## src/rtl/control_fsm.sv

```systemverilog
// Multi-cycle instruction sequencer: FETCH/DECODE/MEM/EXEC with memory wait
// tracking, timeout fault, and absorbing HALTED/FAULT states.
module control_fsm #(
   parameter int unsigned SKIP_MEM = 1,
   parameter int unsigned TIMEOUT  = 16,
   parameter int unsigned CNT_W    = 5
) (
   input  logic       clk,
   input  logic       reset,
   input  logic [6:0] opcode,
   input  logic [2:0] funct3,
   input  logic       bit20,
   input  logic       bit30,
   input  logic       cmp_out,
   input  logic       mem_ready,
   output logic [2:0] state,
   output logic       halted,
   output logic       fault,
   output logic       retire,
   output logic       pc_enable,
   output logic       pc_load,
   output logic       reg_re,
   output logic       reg_we,
   output logic       target_load,
   output logic       mem_addr_sel,
   output logic       inst_load,
   output logic       inst_mux_sel,
   output logic       alu_sel1,
   output logic       alu_sel2,
   output logic [4:0] alu_op,
   output logic [1:0] wd_sel,
   output logic [2:0] mem_read_op,
   output logic [1:0] mem_write_op
);

   localparam logic [6:0] OPC_LUI    = 7'b0110111;
   localparam logic [6:0] OPC_AUIPC  = 7'b0010111;
   localparam logic [6:0] OPC_JAL    = 7'b1101111;
   localparam logic [6:0] OPC_JALR   = 7'b1100111;
   localparam logic [6:0] OPC_BRANCH = 7'b1100011;
   localparam logic [6:0] OPC_LOAD   = 7'b0000011;
   localparam logic [6:0] OPC_STORE  = 7'b0100011;
   localparam logic [6:0] OPC_OP_IMM = 7'b0010011;
   localparam logic [6:0] OPC_OP     = 7'b0110011;
   localparam logic [6:0] OPC_SYSTEM = 7'b1110011;

   localparam logic [2:0] LW    = 3'b010;
   localparam logic [2:0] LNONE = 3'b111;
   localparam logic [1:0] SNONE = 2'b11;

   localparam bit             VISIT_MEM = (SKIP_MEM == 0);
   localparam bit             TO_EN     = (TIMEOUT != 0);
   localparam logic [CNT_W-1:0] TO_LIM  = CNT_W'(TIMEOUT);
   localparam logic [CNT_W-1:0] CNT_MAX = '1;

   typedef enum logic [2:0] {
      FETCH  = 3'd0,
      DECODE = 3'd1,
      MEM    = 3'd2,
      EXEC   = 3'd3,
      HALTED = 3'd4,
      FAULT  = 3'd5
   } state_t;

   state_t           cur_state;
   state_t           next_state;
   logic [CNT_W-1:0] wait_cnt;
   logic [CNT_W-1:0] cnt_next;

   logic is_lui, is_auipc, is_jal, is_jalr, is_branch;
   logic is_load, is_store, is_op_imm, is_op, is_system;
   logic legal, is_mem_op, halt_cond, in_wait, timed_out;

   // Opcode classification shared by next-state and output logic.
   assign is_lui    = (opcode == OPC_LUI);
   assign is_auipc  = (opcode == OPC_AUIPC);
   assign is_jal    = (opcode == OPC_JAL);
   assign is_jalr   = (opcode == OPC_JALR);
   assign is_branch = (opcode == OPC_BRANCH);
   assign is_load   = (opcode == OPC_LOAD);
   assign is_store  = (opcode == OPC_STORE);
   assign is_op_imm = (opcode == OPC_OP_IMM);
   assign is_op     = (opcode == OPC_OP);
   assign is_system = (opcode == OPC_SYSTEM);

   assign legal     = is_lui | is_auipc | is_jal | is_jalr | is_branch |
                      is_load | is_store | is_op_imm | is_op | is_system;
   assign is_mem_op = is_load | is_store;
   assign halt_cond = is_system & bit20;
   assign in_wait   = (cur_state == FETCH) || (cur_state == MEM);
   assign timed_out = TO_EN && (wait_cnt >= TO_LIM);

   // Next-state logic; a completing access wins over a timeout in the same cycle.
   always_comb begin
      next_state = cur_state;
      case (cur_state)
         FETCH: begin
            if (mem_ready)      next_state = DECODE;
            else if (timed_out) next_state = FAULT;
         end
         DECODE: begin
            if (!legal)                                next_state = FAULT;
            else if (is_mem_op || is_jalr || VISIT_MEM) next_state = MEM;
            else                                       next_state = EXEC;
         end
         MEM: begin
            if (!is_mem_op)     next_state = EXEC;
            else if (mem_ready) next_state = EXEC;
            else if (timed_out) next_state = FAULT;
         end
         EXEC:    next_state = halt_cond ? HALTED : FETCH;
         HALTED:  next_state = HALTED;
         FAULT:   next_state = FAULT;
         default: next_state = FAULT;
      endcase
   end

   // Wait counter: cleared on any state change, counts stalled cycles, saturates.
   always_comb begin
      cnt_next = wait_cnt;
      if (next_state != cur_state)
         cnt_next = '0;
      else if (in_wait && !mem_ready && (wait_cnt != CNT_MAX))
         cnt_next = wait_cnt + CNT_W'(1);
   end

   always_ff @(posedge clk) begin
      if (reset) begin
         cur_state <= FETCH;
         wait_cnt  <= '0;
         halted    <= 1'b0;
         fault     <= 1'b0;
      end else begin
         cur_state <= next_state;
         wait_cnt  <= cnt_next;
         halted    <= halted | (next_state == HALTED);
         fault     <= fault  | (next_state == FAULT);
      end
   end

   assign state = cur_state;

   // Datapath strobes; everything is held quiet while reset is asserted.
   always_comb begin
      retire       = 1'b0;
      pc_enable    = 1'b0;
      pc_load      = 1'b0;
      reg_re       = 1'b0;
      reg_we       = 1'b0;
      target_load  = 1'b0;
      mem_addr_sel = 1'b0;
      inst_load    = 1'b0;
      inst_mux_sel = 1'b0;
      alu_sel1     = 1'b0;
      alu_sel2     = 1'b0;
      alu_op       = 5'b00000;
      mem_read_op  = LNONE;
      mem_write_op = SNONE;

      if (is_jal || is_jalr) wd_sel = 2'b01;
      else if (is_load)      wd_sel = 2'b11;
      else                   wd_sel = 2'b00;

      if (!reset) begin
         case (cur_state)
            FETCH: mem_read_op = LW;
            DECODE: begin
               reg_re      = 1'b1;
               inst_load   = 1'b1;
               target_load = 1'b1;
               alu_sel1    = 1'b1;
               alu_sel2    = 1'b1;
            end
            MEM: begin
               mem_addr_sel = 1'b1;
               inst_mux_sel = 1'b1;
               if (is_load)  mem_read_op  = funct3;
               if (is_store) mem_write_op = funct3[1:0];
               if (is_jalr)  target_load  = 1'b1;
               if (is_mem_op || is_jalr) alu_sel2 = 1'b1;
            end
            EXEC: begin
               inst_mux_sel = 1'b1;
               reg_we    = is_op_imm | is_lui | is_op | is_auipc |
                           is_jal | is_jalr | is_load;
               pc_load   = is_jal | is_jalr | (is_branch & cmp_out);
               pc_enable = !halt_cond;
               retire    = !halt_cond;
               if (is_op || (is_op_imm && (funct3 == 3'b101)))
                  alu_op = {1'b0, bit30, funct3};
               else if (is_op_imm)
                  alu_op = {2'b00, funct3};
               else if (is_branch)
                  alu_op = {2'b10, funct3};
               if (is_auipc) begin
                  alu_sel1 = 1'b1;
                  alu_sel2 = 1'b1;
               end else if (is_op_imm || is_lui) begin
                  alu_sel2 = 1'b1;
               end
            end
            default: ;
         endcase
      end
   end

endmodule

```

## config.mk

```make
export PLATFORM = sky130hd
export DESIGN_NAME = control_fsm
export DESIGN_NICKNAME = d
export VERILOG_FILES = /design/src/rtl/control_fsm.sv
export SDC_FILE = /design/constraint.sdc
export NUM_CORES = 1
export LEC_CHECK = 0
export CAP_MARGIN = 20
export CORE_MARGIN = 3
export CORE_UTILIZATION = 44
export DETAILED_ROUTE_END_ITERATION = 10
export GPL_ROUTABILITY_DRIVEN = 0
export GPL_TIMING_DRIVEN = 1
export PLACE_DENSITY = 0.81
export SLEW_MARGIN = 40
export SYNTH_ARGS = -nofsm -noshare
export SYNTH_HDL_FRONTEND = slang
export SYNTH_SLANG_ARGS = --single-unit
```

## constraint.sdc

```tcl
create_clock -name clk -period 3.8 [get_ports clk]
set_input_delay 0.57 -clock clk [delete_from_list [all_inputs] [get_ports clk]]
set_output_delay 0.57 -clock clk [all_outputs]
set_load 0.01 [all_outputs]
```

# Word-level counts from Yosys, hierarchy flattened
# Cells that the tools add are included.
[op_classes]
addsub = 1
order_cmp = 1
eq_ne = 19
n_mux = 44
n_bitwise = 22
n_reduce_logical = 13
[op_table]
columns = ["operator", "n"]
rows = [
  ["equality test 7 bit (second input constant)", 4],
  ["two-way mux 5 bit", 5],
  ["two-way mux 3 bit", 8],
  ["equality test 7 x 6 -> 1 bit (second input constant)", 3],
  ["two-way mux 1 bit", 21],
  ["OR 1 bit", 20],
  ["one-hot mux 3 bit (5 select lines)", 1],
  ["equality test 7 x 5 -> 1 bit (second input constant)", 2],
  ["equality test 3 bit (second input constant)", 4],
  ["two-way mux 2 bit", 5],
  ["equality test 7 x 2 -> 1 bit (second input constant)", 1],
  ["equality test 3 x 2 -> 1 bit (second input constant)", 2],
  ["one-hot mux 3 bit (2 select lines)", 1],
  ["adder 5 x 1 -> 5 bit (second input constant)", 1],
  ["greater-or-equal comparator 5 bit (second input constant)", 1],
  ["logical OR 1 bit", 5],
  ["inequality test 5 bit (second input constant)", 1],
  ["one-hot mux 1 bit (2 select lines)", 2],
  ["OR reduction 2 bit", 2],
  ["equality test 3 x 1 -> 1 bit (second input constant)", 1],
  ["logical AND 1 bit", 3],
  ["logical NOT 3 bit", 1],
  ["inequality test 3 bit", 1],
  ["one-hot mux 1 bit (3 select lines)", 1],
  ["2 further kinds", 4],
]
[totals]
ff_bits = 10
in_bits = 16
out_inout_bits = 28
word_cells = 104

# Depth between registers and ports, before layout
# Gate-level depths: netlist (run 1).
[logic_depth]
depth_word = 14
mapped_depth = 7
depth_no_buf = 7

# Worst setup path before layout (run 1)
# OpenSTA, ideal clock, no wires.
[synth_path]
path_kind = "input-to-output"
from = "input opcode[3]"
to = "output alu_sel2"
arrival_ns = 1.787
required_time_ns = 3.230
slack_ns = 1.443
path_stages = 6
n_path_buf = 1
path_cell_list = "or3_4 > or3_1 > buf_6 > nand2_2 > a21oi_2 > o32ai_2"
[synth_via]
elab_chain_len = 6
word_cells_on_any_way = 14
cone_classes = "eq/ne: 6; mux: 5; bitwise: 1; reduce/logical: 2"
[synth_rtl]
columns = ["item", "line", "text"]
rows = [
  ["start, declared", "10", "input logic [6:0] opcode,"],
  ["equality test 7 x 5 -> 1 bit, or another cell as far along", "82", "assign is_op_imm = (opcode == OPC_OP_IMM);"],
  ["logical OR 1 bit or OR 1 bit (tied branches)", "198, 88", ""],
  ["two-way mux 1 bit or logical OR 1 bit (tied branches)", "198, 180", ""],
  ["two-way mux 1 bit (on tied branches)", "195, 180", ""],
  ["one-hot mux 1 bit (3 select lines) (*)", "165", "case (cur_state)"],
  ["two-way mux 1 bit (*)", "164", "if (!reset) begin"],
  ["end, declared", "29", "output logic alu_sel2,"],
]
# Every way passes the cells marked *; elsewhere a longest branch is shown, timed or not.

# Worst setup path in the final report (run 1)
[layout_path]
from = "input opcode[6]"
to = "output wd_sel[0]"
[layout_via]
elab_chain_len = 3
word_cells_on_any_way = 6
cone_classes = "eq/ne: 3; mux: 2; reduce/logical: 1"
[layout_rtl]
columns = ["item", "line", "text"]
rows = [
  ["equality test 7 x 2 -> 1 bit, or another cell as far along", "80", "assign is_load = (opcode == OPC_LOAD);"],
  ["two-way mux 2 bit or logical OR 1 bit (tied branches)", "161, 160", ""],
  ["two-way mux 2 bit (*)", "160", "if (is_jal || is_jalr) wd_sel = 2'b01;"],
  ["end, declared", "31", "output logic [1:0] wd_sel,"],
]
# Marks and branches as above.

==> flow_summary_export.csv, run 1 <==
group,metric,value,unit
worst_setup_path,crit_fanout,8,
detailed_routing,ant_nets,0,
worst_setup_path,reg2reg_depth,7,
detailed_routing,drtIter0Drc,32,
yosys,synth_top_family_by_area,"simple AND/OR/NAND/NOR gates",
worst_setup_path,worst-endpoint-required,3.23,ns
floorplan,die_area,0.00280,sq mm
yosys,yosysWarningCount,0,
yosys,synthFlopType,"dfxtp_1",
timing,holdWs,0.503,ns
clock_tree,clockBufferDepth,2,
yosys,syn-cell-area,967,sq um
floorplan,core_area,0.00202,sq mm
power,p_leak,0.524,nW
worst_hold_path,hold_start,"halted$_SDFF_PP0_",
timing,max_freq,297,MHz
power,ir_drop,224,uV
timing,rsz0062_at_grt,"false",
yosys,ys_seq_area_share,20.7,%
clock_tree,htreeDepth,1,
yosys,synth_compound_area_share,24.1,%
clock_tree,clk_pin_slew,0.05,ns
clock_tree,cts-root-buf,"clkbuf_4",
yosys,synth_xor_area_share,2.72,%
clock_tree,post_cts_buffers,0,
timing,fin_skew,0.00495,ns
detailed_routing,num_vias,1106,
yosys,synth-edff-count,0,
timing,worst_slew_pin_slew,0.702,ns
yosys,syn_area_per_cell,7.33,sq um
status,status,"finished clean",
clock_tree,cts_buffers,3,
timing,report.final.slew_viol_count,0,
timing,fin_setup_tns,0,ns
layout,multiInputGateArea,679,sq um
detailed_routing,wl,2770,microns
worst_setup_path,path_class,"input port to primary output",
worst_setup_path,r2r-start,"wait_cnt[0]$_SDFFE_PP0P_",
yosys,synth_fa_ha_area_share,2.59,%
yosys,synth_most_common_cell,"nor2_1",
worst_hold_path,worstHoldPathType,"register to register",
yosys,yosys-top-cells-count,"22 x nor2_1, 10 x dfxtp_1, 7 x nor3_1",
detailed_routing,drc,0,
yosys,syn_inst,132,
yosys,synth_top_area_share,20.7,%
grt,antenna_found_initial,0,
worst_hold_path,hold_end,"halted$_SDFF_PP0_",
worst_setup_path,startpoint_type,"input port",
timing,final.period_utilization,88.7,%
grt,overflow,0,
floorplan,rows,16,
detailed_routing,wire_per_inst,13.9,microns
detailed_routing,wl_met2,1380,microns
placed_design,dp_cells,196,
detailed_routing,route.met3.wl,192,microns
layout,register_area,200,sq um
yosys,synth_mux_area_share,2.07,%
clock_tree,cts-resized-gates,0,
layout,nNetsFinal,192,
layout,drive_gt1_share,10.5,%
yosys,synthDistinctLibCells,49,
yosys,yosys.area.top_type,"dfxtp_1",
yosys,synth_nets,150,
detailed_routing,firstDrtPassIters,4,
clock_tree,postCtsHoldBufs,0,
yosys,ys_seq_elements,10,
worst_setup_path,cp.arrival,2.80,ns
detailed_routing,via_per_inst,5.56,
floorplan,die_h,52.9,microns
job,maxCapViolations,0,
clock_tree,cts_sinks,10,
layout,areaGrowthSynthToFinish,45.9,%
grt,grt_first_pass_wirelength,4510,microns
placed_design,hpwlAfterDp,2260,microns
layout,final_cells,199,
detailed_routing,wl_met1,1180,microns
grt,grt_max_degree,14,
timing,setup_viol,0,
worst_hold_path,whs_path_depth,2,
clock_tree,cts_tree,"done",
yosys,synth_area_leaders,"dfxtp_1 21%, nor2_1 8.5%, buf_4 3.9%",
power,power_per_cell_area,231,mW/mm^2
worst_setup_path,worst_setup_path_end_kind,"primary output",
floorplan,initial_core_util,47.8,%
layout,fillers,186,
timing,layout_min_cycle_time,3.37,ns
floorplan,io_pins,44,
floorplan,die_x,52.9,microns
timing,max_slew_margin,52.8,%
yosys,synth-simple-area-share,38.8,%
worst_setup_path,r2r-end,"wait_cnt[3]$_SDFFE_PP0P_",
timing,finalHoldViolCount,0,
placed_design,portBuffers,43,
grt,track_usage,21.5,%
clock_tree,insertion_delay,0.26,ns
yosys,async_flop_share,0,%
detailed_routing,routed.top_layer,"met4",
grt,grt_pass1_vias,960,
worst_setup_path,rrSetupSlack,2.01,ns
layout,antenna_cells,0,
cell usage in the layout (no fill, tap or decap), types with 2 or more instances in the layout:
cell type,count
a211oi_1,2
a21o_1,2
a21oi_1,5
and2_1,4
buf_4,3
clkbuf_4,3
clkdlybuf4s50_1,43
dfxtp_1,10
ha_1,2
inv_1,6
mux2i_1,2
nand2_1,6
nand2b_1,4
nand3_1,5
nand4_1,3
nand4b_1,2
nor2_1,22
nor3_1,7
nor4_1,2
o21ai_0,6
o22ai_1,2
o31ai_1,2
o41ai_1,2
or2_2,2
or3_1,2
xor2_1,2
worst max-delay path by stage:
stage,endpoint,from,cells after the start
floorplan,alu_sel2,opcode[3],6
CTS,wd_sel[0],opcode[6],6
global placement,alu_sel2,opcode[6],7
detailed placement,wd_sel[0],opcode[6],6
global route,mem_read_op[2],opcode[6],7
finish,wd_sel[0],opcode[6],6
per-stage QoR:
step	power (mW)	utilization (%)	setup WS, ns	area, sq um
after floorplan	0.204	-	1.44	967
after global placement	0.257	68.7	0.473	1390
after detailed placement	0.260	68.7	0.447	1390
after CTS	0.328	69.8	0.441	1410
after global routing	0.347	69.8	0.277	1410
final	0.325	69.8	0.430	1410
where the power goes:
part	leakage (nW)	switching, mW	internal, mW	total (mW)
Clock	0.0138	0.0310	0.0363	0.0673
Sequential	0.0815	0.0133	0.112	0.126
Combinational	0.429	0.0614	0.0710	0.132
critical path, stage by stage:
cell             delay, ns
clkdlybuf4s50_1       0.52
or3_4                 0.43
or3_1                 0.35
buf_4                 0.19
o22ai_1               0.17
clkdlybuf4s50_1       0.57
state kept, by name, summed over array words and instances (netlist names):
register  cells
fault         1
state         3
halted        1
wait_cnt      5
final cells by class:
cell class	count	area share [%]
multi-input cells	107	48.1
repair buffers	46	32.1
flip-flops and latches	10	14.2
well taps	27	2.39
clock buffers	3	1.60
inverters	6	1.60
routing by layer:
layer | track usage, % | up-vias
met4 | 2.55 | 0
met3 | 4.51 | 4
met1 | 28.2 | 508
met2 | 37.0 | 40
met5 | 0 | -
li1 | - | 554
cells by family after synthesis:
logic type | count (synthesis)
multiplexers | 2
buffers and inverters | 15
AND/OR/NAND/NOR | 70
adder cells (fa/ha/maj) | 2
AO/OA/AOI/OAI | 30
flip-flops | 10
XOR/XNOR | 3
No activity file was read; power rests on OpenSTA's default activity.
==> inputs of run 2 (changes only) <==
--- a/config.mk
+++ b/config.mk
@@ -12,6 +12,7 @@
 export GPL_ROUTABILITY_DRIVEN = 0
 export GPL_TIMING_DRIVEN = 1
 export PLACE_DENSITY = 0.81
+export REMOVE_ABC_BUFFERS = 1
 export SLEW_MARGIN = 40
 export SYNTH_ARGS = -nofsm -noshare
 export SYNTH_HDL_FRONTEND = slang
==> flow_summary_export.csv, run 2 (synthesis gave the netlist of run 1 again) <==
group,metric,value,unit
layout,layout_commonest_cell,"clkdlybuf4s50_1",
timing,max_slew_margin,59.9,%
placed_design,dp_cells,195,
layout,regMostFlops,"wait_cnt",
placed_design,hpwlAfterDp,2140,microns
detailed_routing,firstDrtPassIters,4,
timing,fin_skew,0.00168,ns
grt,track_usage,20.9,%
grt,overflow,0,
layout,final_area,0.00142,sq mm
clock_tree,postCtsHoldBufs,0,
clock_tree,htreeDepth,1,
detailed_routing,ant_nets,0,
timing,setup_viol,0,
layout,nNetsFinal,191,
clock_tree,cts_tree,"done",
layout,areaGrowthSynthToFinish,46.6,%
grt,grt_first_pass_wirelength,4410,microns
layout,layout_common_cells,"43 x clkdlybuf4s50_1, 22 x nor2_1, 10 x dfxtp_1, 7 x nor3_1",
layout,drive_gt1_share,10.5,%
clock_tree,insertion_delay,0.26,ns
worst_setup_path,cp.arrival,2.96,ns
grt,grt_max_degree,14,
timing,finalHoldViolCount,0,
timing,fin_setup_tns,0,ns
timing,worst_slew_pin_slew,0.596,ns
clock_tree,cts-resized-gates,0,
detailed_routing,via_per_inst,5.79,
worst_setup_path,worst_setup_path_end_kind,"primary output",
floorplan,io_pins,44,
layout,largest_reg_flops,5,
placed_design,portBuffers,43,
power,p_total,355,uW
timing,report.final.slew_viol_count,0,
worst_setup_path,path_class,"input port to primary output",
detailed_routing,drc,0,
timing,layout_min_cycle_time,3.53,ns
clock_tree,cts_buffers,3,
grt,antenna_found_initial,0,
floorplan,die_area,0.00280,sq mm
worst_setup_path,startpoint_type,"input port",
power,ir_drop,261,uV
floorplan,initial_core_util,47.8,%
worst_setup_path,crit_fanout,9,
worst_setup_path,critical-path-top-delay-family,"buffers and inverters",
clock_tree,cts-root-buf,"clkbuf_4",
timing,final.period_utilization,92.8,%
timing,max_freq,283,MHz
clock_tree,clockBufferDepth,2,
status,status,"finished clean",
placed_design,place_area,0.00138,sq mm
worst_setup_path,path_cells,"clkdlybuf4s50_1 > or3_4 > or3_1 > nand2_2 > a21oi_2 > o32ai_2 > clkdlybuf4s50_1",
worst_hold_path,worstHoldPathType,"register to register",
layout,final_cells,199,
worst_setup_path,cp_slowest_cell,"clkdlybuf4s50_1",
floorplan,core_area,0.00202,sq mm
clock_tree,clk_pin_slew,0.07,ns
worst_setup_path,crit_top_cell,"clkdlybuf4s50_1",
floorplan,rows,16,
worst_setup_path,worst-endpoint-required,3.23,ns
detailed_routing,drtIter0Drc,37,
power,power_per_cell_area,251,mW/mm^2
timing,rsz0062_at_grt,"false",
clock_tree,post_cts_buffers,0,
detailed_routing,wl,2780,microns
grt,grt_pass1_vias,1007,
layout,antenna_cells,0,
floorplan,die_h,52.9,microns
clock_tree,cts_sinks,10,
worst_setup_path,cp.buffers_inverters,2,
detailed_routing,wire_per_inst,14.0,microns
layout,post-route-util,70.1,%
power,p_leak,0.527,nW
floorplan,die_x,52.9,microns
detailed_routing,num_vias,1152,
worst_setup_path,max_stage_delay,0.58,ns
job,maxCapViolations,0,
==> run 2: cell types whose count changed in the layout (fill, tap and decap cells not counted), sizes merged <==
cell    delta
clkbuf     +1
buf        -1
==> run 2: layout make-up <==
type | instances | area, sq um
Clock buffer | 4 | 36.3
Fill cell | 170 | 604
Inverter | 6 | 22.5
Multi-Input combinational cell | 107 | 679
Sequential cell | 10 | 200
Tap cell | 27 | 33.8
Timing Repair Buffer | 45 | 445
==> run 2: metrics by stage <==
stage	hold slack [ns]	worst slack, ns
finish	0.505	0.272
global route	0.545	0.179
CTS	0.511	0.284
detailed placement	0.495	0.287
global placement	0.473	0.323
floorplan	0.472	1.40
==> run 2: where the power goes <==
group	switching (mW)	internal, mW
registers	0.0134	0.112
logic	0.0642	0.0707
clock network	0.0366	0.0582
total	0.114	0.241
==> run 2: final timing paths <==
check,from,endpoint,slack (ns),cells past startpoint
hold reg to reg,halted$_SDFF_PP0_,halted$_SDFF_PP0_,0.51,2
hold / removal,halted$_SDFF_PP0_,halted$_SDFF_PP0_,0.51,2
setup / recovery,opcode[3],alu_sel2,0.27,7
setup reg to reg,wait_cnt[0]$_SDFFE_PP0P_,wait_cnt[3]$_SDFFE_PP0P_,2.03,7
==> run 2: routing by layer <==
metal	vias up	wire, microns	track usage, %	part of all wire, %
met5	-	0	0	0
met4	0	9	8.94	0.32
met3	2	250	1.97	9.0
met2	52	1250	33.5	45
met1	546	1270	28.2	46
li1	552	-	-	-
==> run 2: worst register-to-register path, cell delays in order (launching register included) <==
cell	delay, ns
dfxtp_1	0.33
ha_1	0.21
and3_1	0.19
ha_1	0.18
nor3_2	0.37
nand4_1	0.17
xor2_1	0.15
nor2_1	0.05
